### src/rtl/ffsr_pkg.sv
// Shared types and helpers for the ffsr pulse-interface blocks.
package ffsr_pkg;

    typedef enum logic [1:0] {
        IDLE,
        RUN,
        DONE
    } ffsr_drv_state_t;

    // Widest thermometer the helpers below handle.
    localparam int unsigned MAX_W = 32;

    function automatic int unsigned therm_popcount(input logic [MAX_W-1:0] v);
        int unsigned n;
        n = 0;
        for (int unsigned i = 0; i < MAX_W; i++) begin
            if (v[i]) n++;
        end
        return n;
    endfunction

    function automatic logic [MAX_W-1:0] cnt_to_therm(input int unsigned c);
        if (c >= MAX_W) return '1;
        return (32'd1 << c) - 32'd1;
    endfunction

endpackage

### src/rtl/therm_decode.sv
// Thermometer decoder: population count plus a canonical-form check.
module therm_decode
    import ffsr_pkg::*;
#(
    parameter int unsigned INPUT_SIZE = 8,
    parameter int unsigned CNT_W      = $clog2(INPUT_SIZE + 1)
) (
    input  logic [INPUT_SIZE-1:0] therm,
    output logic [CNT_W-1:0]      cnt,
    output logic                  therm_err
);

    logic [MAX_W-1:0] wide;
    int unsigned      pop;

    // Count ones and flag any pattern that is not contiguous ones from the LSB.
    always_comb begin
        wide      = MAX_W'(therm);
        pop       = therm_popcount(wide);
        cnt       = CNT_W'(pop);
        therm_err = (wide != cnt_to_therm(pop));
    end

endmodule

### src/rtl/ffsr_pulse_driver.sv
// Drives inc/dec pulses into a downstream ffsr_pulse until a local mirror
// of its thermometer register reaches a requested count.
module ffsr_pulse_driver
    import ffsr_pkg::*;
#(
    parameter int unsigned INPUT_SIZE = 8,
    parameter int unsigned CNT_W      = $clog2(INPUT_SIZE + 1)
) (
    input  logic                  clk,
    input  logic                  rst,
    input  logic [INPUT_SIZE-1:0] init,
    input  logic                  tgt_valid,
    input  logic [CNT_W-1:0]      tgt,
    output logic                  tgt_ready,
    output logic                  inc,
    output logic                  dec,
    output logic                  busy,
    output logic                  done,
    output logic                  clamped,
    output logic                  therm_err,
    output logic [CNT_W-1:0]      cnt,
    output logic [INPUT_SIZE-1:0] therm
);

    localparam logic [CNT_W-1:0] MAX_CNT = CNT_W'(INPUT_SIZE);

    ffsr_drv_state_t  state, state_next;
    logic [CNT_W-1:0] tgt_q;
    logic             accept;
    logic             last_step;

    therm_decode #(
        .INPUT_SIZE(INPUT_SIZE),
        .CNT_W     (CNT_W)
    ) u_decode (
        .therm    (therm),
        .cnt      (cnt),
        .therm_err(therm_err)
    );

    assign accept = tgt_valid && tgt_ready;
    assign busy   = (state == RUN) || (state == DONE);

    // Next state and pulse decode; pulses and strobes are suppressed while rst is high.
    always_comb begin
        state_next = state;
        tgt_ready  = 1'b0;
        inc        = 1'b0;
        dec        = 1'b0;
        done       = 1'b0;
        last_step  = 1'b0;
        unique case (state)
            IDLE: begin
                tgt_ready = !rst;
                if (accept) state_next = RUN;
            end
            RUN: begin
                if (therm_err || (cnt == tgt_q)) begin
                    state_next = DONE;
                end else begin
                    inc = (cnt < tgt_q) && !rst;
                    dec = (cnt > tgt_q) && !rst;
                    // Leave RUN on the final step so done follows the last pulse directly.
                    last_step = (cnt < tgt_q) ? ((tgt_q - cnt) == CNT_W'(1))
                                              : ((cnt - tgt_q) == CNT_W'(1));
                    if (last_step) state_next = DONE;
                end
            end
            DONE: begin
                done       = !rst;
                state_next = IDLE;
            end
            default: state_next = IDLE;
        endcase
    end

    // State register, mirror shift register and request latch.
    always_ff @(posedge clk) begin
        if (rst) begin
            state   <= IDLE;
            therm   <= init;
            tgt_q   <= '0;
            clamped <= 1'b0;
        end else begin
            state <= state_next;
            if (inc) begin
                therm <= {therm[INPUT_SIZE-2:0], 1'b1};
            end else if (dec) begin
                therm <= {1'b0, therm[INPUT_SIZE-1:1]};
            end
            if (accept) begin
                tgt_q   <= (tgt > MAX_CNT) ? MAX_CNT : tgt;
                clamped <= (tgt > MAX_CNT);
            end
        end
    end

endmodule

### config.mk
export PLATFORM = sky130hd
export DESIGN_NAME = ffsr_pulse_driver
export DESIGN_NICKNAME = d
export VERILOG_FILES = /design/src/rtl/ffsr_pkg.sv /design/src/rtl/therm_decode.sv /design/src/rtl/ffsr_pulse_driver.sv
export SDC_FILE = /design/constraint.sdc
export NUM_CORES = 1
export LEC_CHECK = 0
export ABC_AREA = 1
export ABC_CLOCK_PERIOD_IN_PS = 5290
export BUFFER_PORTS_ARGS = -buffer_cell sky130_fd_sc_hd__buf_4
export CORE_MARGIN = 2
export CORE_UTILIZATION = 50
export DETAILED_ROUTE_END_ITERATION = 8
export PLACE_DENSITY_LB_ADDON = 0.2
export SLEW_MARGIN = 5
export SYNTH_ARGS = -nofsm -noshare
export SYNTH_HDL_FRONTEND = slang
export SYNTH_SLANG_ARGS = --single-unit
### constraint.sdc
create_clock -name clk -period 5.29 [get_ports clk]
set_input_delay 0.2645 -clock clk [delete_from_list [all_inputs] [get_ports clk]]
set_output_delay 0.2645 -clock clk [all_outputs]
set_load 0.1 [all_outputs]
==> out/summary.txt <==
Part of the power in registers = 11.2%
Crit path kind = register to output pin
Routed Antenna Nets = 0
Critical Path Most Common Cell = nand2_4
Failing checks = negative setup slack
Final hold vios = 0
Synth Area in Compound Gates = 6.42%
Initial DRC count = 131
Grt ovf = 0
First-pass GRT wire length = 10900 µm
Routed WL = 6780 µm
Core area = 0.00466 mm²
H-tree levels = 1
Fin area = 0.00336 mm²
Synth-to-layout area growth = 40.2%
RSZ-0062 raised after global routing = yes
Final #Nets = 482
Fillers = 390
CP max stage delay = 0.43 ns
CP Data Required Time = 5.03 ns
CTS buffer count = 3
Yosys cell types = 40
Fmax = 189 MHz
Drt wl/cell = 13.6 µm
P_int = 0.590 mW
GPL Wtd Cong = 0.849
FF+latch area = 380 µm²
Syn avg cell area = 6.39 µm²
CTS tree = done
Commonest non-fill, non-tap cell in the layout = nand2_1
Die Ht = 73.2 µm
Worst path slowest cell = edfxtp_1
Post-Syn Instances = 375
Port bufs = 33
Status = finished, violations left
Mux contribution to synthesized area = 0%
Sw frac = 58.2%
Top_reg_cell synth = edfxtp_1
CP top delay family = simple AND/OR/NAND/NOR gates
Area contributors post-synth = nand2_1, ha_1, edfxtp_1, nand3_1, inv_1
Clock root buffer = clkbuf_8
Crit-path max FO = 7
Synth Register Bits = 15
Total power divided by cell area = 420 mW/mm²
First drt pass iteration count = 6
Placed Area = 0.00293 mm²
Post-synthesis xor/xnor area fraction = 1.10%
Critical Path Sink Type = output pin
Leading cell types in the layout, fill and taps excluded = nand2_1, buf_4, inv_1
Layout cell share with drive strength beyond 1 = 41.4%
Die area = 0.00536 mm²
Clk pin slew, worst setup/hold paths = 0.07 ns
Tmin final = 5.29 ns
Comb pwr share = 82.0%
Row count = 25
WP buf/inv = 5
Multi-input logic area = 0.00205 mm²
Startpoint class of the critical path = register
Sequential-to-total area share from yosys stat = 15.9%
Synth area leader = nand2_1
Max VDD drop = 0.000422 V
Clock Latency Late Sink = 0.25 ns
Setup violators final = 1
Longest Clk Path Bufs = 2
GRT Total Usage = 25.3%
Slew headroom = 72.3%
Final WS setup = -0.00258 ns
Hold_buf cts = 0
Overall via count from detail_route = 2654
Post-Synth Adder-Cell Area = 12.1%
TritonCTS sink count = 15
# diodes = 0
Synth Area in Simple Gates = 53.3%
Final critical-path share of the clock period = 100%
Synthesized net count = 412
Synth async-reset ratio = 0%
Tightest Pin Transition = 0.416 ns
Setup WS pre-CTS = -0.0452 ns
Synthesized cell area = 0.00240 mm²
Post-synth EDFFs = 8
Number of max-slew violations in the final report = 0
DP HPWL = 4980 µm
Final Skew = 0.00635 ns
P_sw = 0.820 mW
Largest net degree at the start of global routing = 23
Static Leak = 1.72 nW
Initial Util = 51.4%
Initial antenna violation count = 0
MaxCap Viol Count = 0
Tot Pwr = 1.41 mW
Largest family of logic cells by synthesized area = simple AND/OR/NAND/NOR gates
WP data arrival = 5.03 ns
Yosys warns = 0
Worst min-delay path category = primary input to register
Drt drc = 0
Share of the synthesized area in the top cell type = 17.2%
Clock power frac = 6.8%
Vias in the first global route = 2484
Num ports = 34
Die Wd = 73.2 µm
Via/cell ratio = 5.33
## flip-flops by register name (all words and copies together) (netlist names)
name and cells:
therm 8, tgt_q 4, state 2, clamped 1
## repair_timing
action	CTS	global route
endpoints found under the hold margin	0	0
pin swaps	17	19
buffers inserted	15	11
resized for setup	18	24
endpoints found under the setup margin	3	20
## cells in the mapped netlist, drive strengths merged, types with 2 or more instances
library cell	number
edfxtp	8
a21oi	11
nand3	49
dfxtp	7
inv	58
buf	4
xor2	2
nor4	2
nor2	44
or2	2
nand4	15
ha	20
fa	2
nand2	130
o21ai	10
clkbuf	2
## per-layer routing
layer  track usage [%]  routed length, µm
met1              32.1               2880
met2              46.5               3590
met3              1.93                258
met4              4.73                 58
met5                 0                  0
## through the flow
step | hold WS [ns] | cells | utilization (%) | setup TNS, ns
floorplan | 0.400 | 375 | - | -21.12
global placement | 0.461 | 468 | 63.0 | 0
detailed placement | 0.466 | 468 | 63.0 | -0.0757
CTS | 0.271 | 487 | 68.2 | 0
global route | 0.291 | 498 | 72.1 | -1.92
finish | 0.275 | 498 | 72.1 | -0.00258
## cell families (layout without fill, tap and decap cells)
kind of cell    count (synthesis)  count (layout)
simple gates                  246             246
buf+inv                        65             134
compound gates                 24              24
fa+ha+maj                      22              22
flops                          15              15
xor+xnor                        3               3
## power by group through the flow
stage          Combinational [mW]  Clock, mW  Sequential, mW
4_1_cts                      1.08     0.0967           0.160
6_report                     1.16     0.0954           0.158
3_5_place_dp                 1.00          0           0.161
3_3_place_gp                0.989          0           0.161
5_1_grt                      1.26     0.0988           0.160
2_1_floorplan               0.781          0           0.206
## cell type report
cell class	count	share of cell area, %
clock inverter	1	0.149
clock buffer	3	1.23
inverter	59	7.45
timing repair buffer	71	16.7
sequential	15	11.3
multi-input combinational	295	61.1
tap	54	2.01
## path summary, 6_finish.rpt
check,startpoint,endpoint,slack (ns),cells after the start
worst max-delay path,therm[0]$_DFFE_PP_,inc,-0.003,34
worst min-delay path,tgt[3],tgt_q[3]$_SDFFE_PP0P_,0.27,3
worst max register to register,therm[0]$_DFFE_PP_,therm[6]$_DFFE_PP_,0.08,34
worst min register to register,clamped$_SDFFE_PP0P_,clamped$_SDFFE_PP0P_,0.48,2
## tightest hold or removal path, stage by stage
cell and delay, ns:
buf_4 0.09, o21ai_0 0.08, inv_1 0.05
(Power assumes the default switching activity.)
